File: src/rtl/bist_march_ram.sv
// Single-port synchronous RAM with registered read and an embedded March C- BIST engine.
// A read-path XOR mask lets the fail path be exercised without a real defect.
module bist_march_ram #(
    parameter int DATA_W = 8,
    parameter int ADDR_W = 4,
    parameter int ERRC_W = 8
) (
    input  logic              clk,
    input  logic              rst_n,
    input  logic              wr_en,
    input  logic              rd_en,
    input  logic [ADDR_W-1:0] addr,
    input  logic [DATA_W-1:0] wr_data,
    output logic [DATA_W-1:0] rd_data,
    output logic              rd_valid,
    input  logic              bist_start,
    output logic              bist_busy,
    output logic              bist_done,
    output logic              bist_fail,
    output logic [ADDR_W-1:0] bist_fail_addr,
    output logic [2:0]        bist_fail_elem,
    output logic [ERRC_W-1:0] bist_err_cnt,
    input  logic              inj_en,
    input  logic [DATA_W-1:0] inj_mask
);

    localparam int DEPTH = 2**ADDR_W;

    typedef enum logic [2:0] {S_IDLE, S_W0, S_RD, S_CHK, S_DONE} state_t;

    state_t            r_state;
    logic [DATA_W-1:0] r_mem [DEPTH];
    logic [ADDR_W-1:0] r_addr;
    logic [2:0]        r_elem;
    logic [DATA_W-1:0] r_rdq;
    logic [DATA_W-1:0] r_rd_data;
    logic              r_rd_valid;
    logic              r_busy;
    logic              r_done;
    logic              r_fail;
    logic [ADDR_W-1:0] r_fail_addr;
    logic [2:0]        r_fail_elem;
    logic [ERRC_W-1:0] r_err_cnt;

    logic              w_idle;
    logic [DATA_W-1:0] w_inj;
    logic [DATA_W-1:0] w_exp;
    logic              w_mis;
    logic              w_down;
    logic              w_last;
    logic [2:0]        w_next_elem;
    logic              w_next_down;
    logic              w_we;
    logic [ADDR_W-1:0] w_waddr;
    logic [DATA_W-1:0] w_wdata;

    assign w_idle      = (r_state == S_IDLE) || (r_state == S_DONE);
    assign w_inj       = inj_en ? inj_mask : '0;
    // Elements 2 and 4 read back ones; 1, 3 and 5 read back zeros.
    assign w_exp       = ((r_elem == 3'd2) || (r_elem == 3'd4)) ? '1 : '0;
    assign w_mis       = (r_rdq != w_exp);
    assign w_down      = (r_elem == 3'd3) || (r_elem == 3'd4);
    assign w_last      = w_down ? (r_addr == '0) : (&r_addr);
    assign w_next_elem = r_elem + 3'd1;
    assign w_next_down = (w_next_elem == 3'd3) || (w_next_elem == 3'd4);

    always_comb begin
        w_we    = 1'b0;
        w_waddr = addr;
        w_wdata = wr_data;
        if (w_idle) begin
            w_we = wr_en;
        end else if (r_state == S_W0) begin
            w_we    = 1'b1;
            w_waddr = r_addr;
            w_wdata = '0;
        end else if ((r_state == S_CHK) && (r_elem != 3'd5)) begin
            w_we    = 1'b1;
            w_waddr = r_addr;
            w_wdata = ~w_exp;
        end
    end

    // Array is deliberately not reset; reads in the FSM block see pre-write data.
    always_ff @(posedge clk) begin
        if (w_we) r_mem[w_waddr] <= w_wdata;
    end

    always_ff @(posedge clk or negedge rst_n) begin
        if (!rst_n) begin
            r_state     <= S_IDLE;
            r_addr      <= '0;
            r_elem      <= '0;
            r_rdq       <= '0;
            r_rd_data   <= '0;
            r_rd_valid  <= 1'b0;
            r_busy      <= 1'b0;
            r_done      <= 1'b0;
            r_fail      <= 1'b0;
            r_fail_addr <= '0;
            r_fail_elem <= '0;
            r_err_cnt   <= '0;
        end else begin
            r_rd_valid <= 1'b0;
            case (r_state)
                S_IDLE, S_DONE: begin
                    if (rd_en) begin
                        r_rd_data  <= r_mem[addr] ^ w_inj;
                        r_rd_valid <= 1'b1;
                    end
                    if (bist_start) begin
                        r_state     <= S_W0;
                        r_addr      <= '0;
                        r_elem      <= '0;
                        r_busy      <= 1'b1;
                        r_done      <= 1'b0;
                        r_fail      <= 1'b0;
                        r_fail_addr <= '0;
                        r_fail_elem <= '0;
                        r_err_cnt   <= '0;
                    end
                end
                S_W0: begin
                    if (&r_addr) begin
                        r_state <= S_RD;
                        r_elem  <= 3'd1;
                        r_addr  <= '0;
                    end else begin
                        r_addr <= r_addr + ADDR_W'(1);
                    end
                end
                S_RD: begin
                    r_rdq   <= r_mem[r_addr] ^ w_inj;
                    r_state <= S_CHK;
                end
                S_CHK: begin
                    if (w_mis) begin
                        if (r_err_cnt != '1) r_err_cnt <= r_err_cnt + ERRC_W'(1);
                        if (!r_fail) begin
                            r_fail      <= 1'b1;
                            r_fail_addr <= r_addr;
                            r_fail_elem <= r_elem;
                        end
                    end
                    if (w_last) begin
                        if (r_elem == 3'd5) begin
                            r_state <= S_DONE;
                            r_busy  <= 1'b0;
                            r_done  <= 1'b1;
                        end else begin
                            r_elem  <= w_next_elem;
                            r_addr  <= w_next_down ? '1 : '0;
                            r_state <= S_RD;
                        end
                    end else begin
                        r_addr  <= w_down ? (r_addr - ADDR_W'(1)) : (r_addr + ADDR_W'(1));
                        r_state <= S_RD;
                    end
                end
                default: r_state <= S_IDLE;
            endcase
        end
    end

    assign rd_data        = r_rd_data;
    assign rd_valid       = r_rd_valid;
    assign bist_busy      = r_busy;
    assign bist_done      = r_done;
    assign bist_fail      = r_fail;
    assign bist_fail_addr = r_fail_addr;
    assign bist_fail_elem = r_fail_elem;
    assign bist_err_cnt   = r_err_cnt;

endmodule

File: config.mk
export PLATFORM = sky130hd
export DESIGN_NAME = bist_march_ram
export DESIGN_NICKNAME = d
export VERILOG_FILES = /design/src/rtl/bist_march_ram.sv
export SDC_FILE = /design/constraint.sdc
export NUM_CORES = 1
export LEC_CHECK = 0
export CORE_MARGIN = 3
export CORE_UTILIZATION = 50
export DETAILED_ROUTE_END_ITERATION = 8
export PLACE_DENSITY = 0.69
export SETUP_SLACK_MARGIN = 0.02
export SKIP_CTS_REPAIR_TIMING = 1
export SLEW_MARGIN = 10
export SYNTH_ARGS = -nofsm -noshare
export SYNTH_HDL_FRONTEND = slang
export SYNTH_SLANG_ARGS = --single-unit
File: constraint.sdc
create_clock -name clk -period 3.1 [get_ports clk]
set_clock_uncertainty 0.1 [all_clocks]
set_input_delay 0.62 -clock clk [delete_from_list [all_inputs] [get_ports clk]]
set_output_delay 0.62 -clock clk [all_outputs]
set_load 0.005 [all_outputs]
==> results of run 1 <==
==> worst max-delay path: stages, from the launching register on <==
cell and delay [ns]:
sky130_fd_sc_hd__dfrtp_1 0.50, sky130_fd_sc_hd__nor2b_1 0.17, sky130_fd_sc_hd__buf_4 0.19, sky130_fd_sc_hd__a21oi_1 0.05, sky130_fd_sc_hd__o21ai_0 0.58, sky130_fd_sc_hd__o21ai_0 0.20
sky130_fd_sc_hd__buf_4 0.21, sky130_fd_sc_hd__nor2_1 0.58
==> through the flow <==
stage | power (mW) | util (%) | instance area, µm²
finish | 5.20 | 60.3 | 10100
global route | 5.36 | 60.3 | 10100
CTS | 5.22 | 60.3 | 10100
detailed placement | 3.04 | 56.7 | 9530
global placement | 3.03 | 56.7 | 9530
floorplan | 2.83 | - | 8700
==> state kept, by name, indices dropped and copies added, names as in the netlist, 3 cells and up <==
register / count
r_state: 3
r_elem: 3
rd_data: 8
r_addr: 4
bist_fail_elem: 3
bist_fail_addr: 4
bist_err_cnt: 8
r_mem: 128
r_rdq: 8
==> routing by layer <==
layer,GRT usage [%],part of all wire (%),vias to the layer above
li1,-,-,2596
met5,0,0,-
met4,8.62,2.3,0
met1,32.1,41,2850
met2,41.0,50,239
met3,3.37,5.8,35
==> worst min path at each step <==
stage | from | to | slack, ns | depth (start not counted)
2_1_floorplan | rst_n | bist_busy | 0.22 | 0
3_3_place_gp | bist_done | bist_done | 0.36 | 1
3_5_place_dp | bist_done | bist_done | 0.37 | 1
4_1_cts | rst_n | bist_fail_elem[1] | 0.28 | 1
5_1_grt | rst_n | r_elem[0] | 0.34 | 1
6_report | rst_n | bist_fail_elem[1] | 0.25 | 1
==> final cells by class <==
class                      instances  area share, %
clock inverter                    13           1.70
inverter                           9          0.333
clock buffer                      19           4.27
timing repair buffer              90           7.97
multi-input combinational        411           34.0
tap                              220           2.71
sequential                       173           49.0
==> logic make-up (layout without fill, tap and decap cells) <==
family	count (synthesis)	in the layout	share of synthesized area [%]
AO/OA/AOI/OAI	127	127	9.96
XOR/XNOR	19	19	1.91
adder cells (fa/ha/maj)	9	9	1.29
buffers and inverters	50	131	3.28
flip-flops	173	173	57.1
multiplexers	92	92	17.6
AND/OR/NAND/NOR	164	164	8.78
==> power groups by stage <==
stage / registers [mW] / logic (mW) / clock network [mW]
finish: 2.60 / 0.397 / 2.20
global route: 2.60 / 0.434 / 2.33
detailed placement: 2.65 / 0.397 / 0
CTS: 2.60 / 0.399 / 2.23
global placement: 2.64 / 0.385 / 0
floorplan: 2.64 / 0.190 / 0
==> cells in the mapped netlist (2+ instances only) <==
| cell | n | share of area (%) |
|---|---|---|
| sky130_fd_sc_hd__buf_1 | 7 | 0.30 |
| sky130_fd_sc_hd__a31o_2 | 2 | 0.20 |
| sky130_fd_sc_hd__or2_2 | 2 | 0.14 |
| sky130_fd_sc_hd__o22ai_1 | 16 | 1.2 |
| sky130_fd_sc_hd__edfxtp_1 | 128 | 44 |
| sky130_fd_sc_hd__inv_1 | 9 | 0.39 |
| sky130_fd_sc_hd__buf_6 | 6 | 0.78 |
| sky130_fd_sc_hd__buf_4 | 2 | 0.17 |
| sky130_fd_sc_hd__xor2_1 | 19 | 1.9 |
| sky130_fd_sc_hd__or4_1 | 2 | 0.17 |
| sky130_fd_sc_hd__a21o_1 | 13 | 1.1 |
| sky130_fd_sc_hd__a21oi_1 | 9 | 0.52 |
| sky130_fd_sc_hd__nor3_1 | 10 | 0.58 |
| sky130_fd_sc_hd__buf_2 | 14 | 0.81 |
| sky130_fd_sc_hd__o21bai_1 | 2 | 0.17 |
| sky130_fd_sc_hd__dfrtp_1 | 45 | 13 |
| sky130_fd_sc_hd__and3b_1 | 3 | 0.30 |
| sky130_fd_sc_hd__a211oi_1 | 18 | 1.6 |
| sky130_fd_sc_hd__clkbuf_1 | 10 | 0.43 |
| sky130_fd_sc_hd__o21ai_0 | 15 | 0.86 |
| sky130_fd_sc_hd__nor2_1 | 47 | 2.0 |
| sky130_fd_sc_hd__nand2_1 | 66 | 2.8 |
| sky130_fd_sc_hd__nor3b_1 | 3 | 0.26 |
| sky130_fd_sc_hd__and3_1 | 3 | 0.22 |
| sky130_fd_sc_hd__nor2b_1 | 4 | 0.29 |
| sky130_fd_sc_hd__mux2i_1 | 39 | 4.5 |
| sky130_fd_sc_hd__a22o_1 | 16 | 1.6 |
| sky130_fd_sc_hd__nand4_1 | 4 | 0.29 |
| sky130_fd_sc_hd__ha_1 | 9 | 1.3 |
| sky130_fd_sc_hd__o21ai_1 | 20 | 1.2 |
| sky130_fd_sc_hd__mux2_2 | 3 | 0.39 |
| sky130_fd_sc_hd__nand2b_1 | 3 | 0.22 |
| sky130_fd_sc_hd__nand3_1 | 10 | 0.58 |
| sky130_fd_sc_hd__a31oi_1 | 3 | 0.22 |
| sky130_fd_sc_hd__mux4_2 | 48 | 12 |
==> results.yml, run 1 <==
worst_setup_path:
  regToRegStartpoint: "r_state[0]"
  rr_worst_depth: 7
  worst-endpoint-required_ns: 3.05
  worstSetupEndpoint: "r_mem[8][5]"
  timing.setup.critical_path_class: "reg -> reg"
  arrival_time_at_the_worst_endpoint_ns: 2.91
  critPathLaunch: "r_state[0]"
  crit_path_end_kind: "register"
  worst_setup_path_start_kind: "register"
  reg2reg_to: "r_mem[8][5]"
  timing.reg2reg.setup_slack_ns: 0.14
  maximum_fanout_along_the_worst_path: 10
place:
  port_buffers: 52
  dp.cells: 903
  dp_hpwl_mm: 15.6
  dpl_worst_slack_ns: -0.177
  place.gp.congestion: 0.892
routing:
  drt-pass1-iter-count: 5
  ant_nets: 0
  avgRoutedWirePerCell_um: 23.5
  routed_wl_mm: 22.0
  via_per_inst: 6.12
  route.detailed.drc: 0
  drtIter0Drc: 553
  vias: 5720
clocking:
  clk_path_buf_depth: 2
  clk_latency_ns: 0.43
  root_buffer: "sky130_fd_sc_hd__clkbuf_16"
  tritoncts_clock_tree: "built"
  cts.reportedPaths.clkPinSlew_ns: 0.06
  cts.sink_count: 173
  cts-buffers-inserted: 17
  h_tree_depth: 4
cells_and_area:
  layout.cells.most_common_list: "sky130_fd_sc_hd__edfxtp_1 (128), sky130_fd_sc_hd__nand2_1 (66), sky130_fd_sc_hd__clkdlybuf4s50_1 (50), sky130_fd_sc_hd__mux4_2 (48)"
  diodes: 0
  final_layout_size_suffix_gt1_share_pct: 18.7
  layout.cells.most_common: "sky130_fd_sc_hd__edfxtp_1"
  multi_input_comb_area_um2: 3450
  filler_cell_count: 1325
  layout-area-overhead-vs-synth_pct: 16.6
  num-nets-final: 737
  sequential_cell_area_um2: 4970
  post_layout_nonfiller_instances: 935
sta:
  finalSetupViolCount: 0
  final_setup_tns_ns: 0
  min_clock_period_post_route_ns: 2.96
  fmaxAchievable_mhz: 338
  worst_slew_margin_rel_pct: 24.3
  final_critical_path_setup_slack_ns: 0.140
  worstMarginPinSlew_ns: 1.13
  maxSlewViolCount: 0
  grt_setup_unrepaired: "false"
  holdWs_ns: 0.251
  final-hold-violation-count: 0
  period_share_pct: 95.5
power:
  seq_power_share_pct: 50.0
  p_leak_nw: 3.61
  p_int_mw: 4.08
  power_frac_clock_pct: 42.3
  total_switching_power_mw: 1.12
  power_per_cell_area_nw_per_um2: 512
  power.ir.vdd_worst_mv: 0.411
  switching_share_pct: 21.6
  combinationalPowerShare_pct: 7.6
yosys:
  count_of_synthesis_stage_warnings_from_yosys: 0
  postSynthRegisterBits: 173
  syn-instance-count: 634
  seq_area_frac_synth_pct: 57.1
  async_flop_share_pct: 26.0
  post_synth_instance_area_um2: 8700
  synth_area_per_cell_um2: 13.7
  postSynth.topFlopCell: "sky130_fd_sc_hd__edfxtp_1"
  synth_fp_nets: 669
  synth_edf_count: 128
  synth_cell_types: 59
worst_hold_path:
  min-delay-path-class: "in -> async"
floorplanning:
  row_count: 47
  core_area_um2: 16800
  boundaryPins: 53
  die_w_um: 138
  fp.dieArea_um2: 19000
  die_h_um: 138
  start_util_pct: 51.7
global_route:
  grt_use_total_pct: 24.1
  grt_antenna_before_repair: 0
  grt_max_degree: 46
  globalRoute.totalOverflow: 0
  wire_length_of_the_first_global_routing_pass_mm: 33.1
  via_count_of_the_first_global_routing_pass: 5780
run_status:
  outcome: "finished clean"
run:
  maxCapViolCount: 0
(Power assumes the default switching activity.)
==> inputs of run 2 (changes only) <==
--- a/config.mk
+++ b/config.mk
@@ -6,9 +6,9 @@
 export NUM_CORES = 1
 export LEC_CHECK = 0
 export CORE_MARGIN = 3
-export CORE_UTILIZATION = 50
+export CORE_UTILIZATION = 45
 export DETAILED_ROUTE_END_ITERATION = 8
-export PLACE_DENSITY = 0.69
+export RECOVER_POWER = 50
 export SETUP_SLACK_MARGIN = 0.02
 export SKIP_CTS_REPAIR_TIMING = 1
 export SLEW_MARGIN = 10
==> results.yml, run 2 (synthesis gave the netlist of run 1 again) <==
run_status:
  outcome: "finished clean"
clocking:
  clk_path_buf_depth: 2
  root_buffer: "sky130_fd_sc_hd__clkbuf_16"
  cts.sink_count: 173
  clk_latency_ns: 0.43
  cts-buffers-inserted: 17
  cts.reportedPaths.clkPinSlew_ns: 0.07
  h_tree_depth: 4
  tritoncts_clock_tree: "built"
worst_setup_path:
  arrival_time_at_the_worst_endpoint_ns: 2.81
  crit_path_end_kind: "register"
  timing.setup.critical_path_class: "reg -> reg"
  maximum_fanout_along_the_worst_path: 8
  worst-endpoint-required_ns: 3.07
  worst_setup_path_start_kind: "register"
floorplanning:
  start_util_pct: 46.2
  fp.dieArea_um2: 21000
  die_h_um: 145
  boundaryPins: 53
  die_w_um: 145
  row_count: 50
  core_area_um2: 18800
sta:
  final_setup_tns_ns: 0
  final-hold-violation-count: 0
  final_critical_path_setup_slack_ns: 0.259
  worstMarginPinSlew_ns: 1.06
  finalSetupViolCount: 0
  worst_slew_margin_rel_pct: 29.4
  maxSlewViolCount: 0
  period_share_pct: 91.6
  min_clock_period_post_route_ns: 2.84
  grt_setup_unrepaired: "false"
  fmaxAchievable_mhz: 352
global_route:
  globalRoute.totalOverflow: 0
  via_count_of_the_first_global_routing_pass: 5883
  grt_antenna_before_repair: 0
  grt_use_total_pct: 22.0
  grt_max_degree: 46
  wire_length_of_the_first_global_routing_pass_mm: 35.0
cells_and_area:
  num-nets-final: 739
  layout.cells.most_common: "sky130_fd_sc_hd__edfxtp_1"
  sequential_cell_area_um2: 4970
  multi_input_comb_area_um2: 3420
  final_layout_size_suffix_gt1_share_pct: 17.2
  filler_cell_count: 1556
  layout.cells.most_common_list: "sky130_fd_sc_hd__edfxtp_1 (128), sky130_fd_sc_hd__nand2_1 (66), sky130_fd_sc_hd__mux4_2 (48), sky130_fd_sc_hd__nor2_1 (47), sky130_fd_sc_hd__dfrtp_1 (45)"
  postLayoutCoreUtil_pct: 53.9
  layout-area-overhead-vs-synth_pct: 16.6
  finalInstanceArea_um2: 10100
  largest_register_ffs: 128
  diodes: 0
  largest_register: "r_mem"
  post_layout_nonfiller_instances: 977
place:
  place.gp.congestion: 0.875
  placed_area_um2: 9610
  port_buffers: 52
  dpl_worst_slack_ns: 0.0825
  dp.cells: 945
  dp_hpwl_mm: 16.0
routing:
  via_per_inst: 5.94
  vias: 5802
  route.detailed.drc: 0
  ant_nets: 0
  drt-pass1-iter-count: 5
  avgRoutedWirePerCell_um: 23.2
  drtIter0Drc: 477
  routed_wl_mm: 22.7
power:
  p_leak_nw: 3.64
  power.ir.vdd_worst_mv: 0.396
  power_per_cell_area_nw_per_um2: 504
worst_hold_path:
  min-delay-path-class: "in -> async"
run:
  maxCapViolCount: 0
==> run 2: cell count changes in the layout (fill, tap and decap cells not counted), moves of 3 or more <==
cell,previous run,this run
sky130_fd_sc_hd__inv_8,0,6
sky130_fd_sc_hd__nor2_1,44,47
sky130_fd_sc_hd__bufinv_16,4,1
sky130_fd_sc_hd__o21ai_0,15,29
sky130_fd_sc_hd__buf_4,37,27
sky130_fd_sc_hd__clkbuf_2,0,3
sky130_fd_sc_hd__dlygate4sd3_1,0,28
sky130_fd_sc_hd__clkbuf_1,2,8
sky130_fd_sc_hd__nor2_2,3,0
sky130_fd_sc_hd__o21ai_1,20,7
sky130_fd_sc_hd__clkdlybuf4s50_1,50,22
==> run 2: worst paths after layout <==
path | from | cells after the start | slack [ns] | endpoint
setup / recovery | r_elem[1] | 8 | 0.26 | r_mem[4][7]
hold / removal | rst_n | 1 | 0.27 | r_addr[1]
setup reg to reg | r_elem[1] | 8 | 0.26 | r_mem[4][7]
hold reg to reg | bist_done | 1 | 0.37 | bist_done
max in group asynchronous | rst_n | 1 | 1.96 | rd_data[3]
min in group clk | bist_done | 1 | 0.37 | bist_done
==> run 2: per-layer routing <==
layer | track usage [%] | part of all wire, % | vias to the layer above
li1 | - | - | 2600
met1 | 29.5 | 42 | 2902
met2 | 35.3 | 48 | 253
met3 | 4.59 | 6.4 | 47
met4 | 8.74 | 3.3 | 0
met5 | 0 | 0 | -
==> run 2: where the power goes <==
group | switching, mW | total, mW | internal (mW)
Clock | 0.991 | 2.15 | 1.16
Sequential | 0.0583 | 2.59 | 2.54
Combinational | 0.185 | 0.368 | 0.183
Total | 1.23 | 5.11 | 3.88
==> run 2: per-stage QoR <==
| step | power (mW) | hold slack (ns) |
|---|---|---|
| 4_1_cts | 5.17 | 0.293 |
| 2_1_floorplan | 2.83 | 0.224 |
| 5_1_grt | 5.29 | 0.353 |
| 3_5_place_dp | 3.04 | 0.370 |
| 6_report | 5.11 | 0.275 |
| 3_3_place_gp | 3.03 | 0.363 |
==> run 2: layout make-up <==
cell class,instances,area share (%)
well taps,260,3.21
clock inverters,15,1.74
repair buffers,92,7.75
multi-input cells,411,33.8
clock buffers,17,4.19
inverters,9,0.333
flip-flops and latches,173,49.0
==> run 2: critical path: stages, from the launching register on <==
cell	delay (ns)
sky130_fd_sc_hd__dfrtp_1	0.45
sky130_fd_sc_hd__inv_1	0.14
sky130_fd_sc_hd__ha_1	0.18
sky130_fd_sc_hd__nand3_1	0.14
sky130_fd_sc_hd__nand2_1	0.30
sky130_fd_sc_hd__clkbuf_1	0.23
sky130_fd_sc_hd__mux2_1	0.40
sky130_fd_sc_hd__nor2_1	0.12
sky130_fd_sc_hd__clkbuf_1	0.41
==> inputs of run 3 (changes only) <==
--- a/config.mk
+++ b/config.mk
@@ -11,7 +11,6 @@
 export RECOVER_POWER = 50
 export SETUP_SLACK_MARGIN = 0.02
 export SKIP_CTS_REPAIR_TIMING = 1
-export SLEW_MARGIN = 10
 export SYNTH_ARGS = -nofsm -noshare
 export SYNTH_HDL_FRONTEND = slang
 export SYNTH_SLANG_ARGS = --single-unit
==> results of run 3 <==
The final DEF is identical to that of run 2; final timing and power are the same.
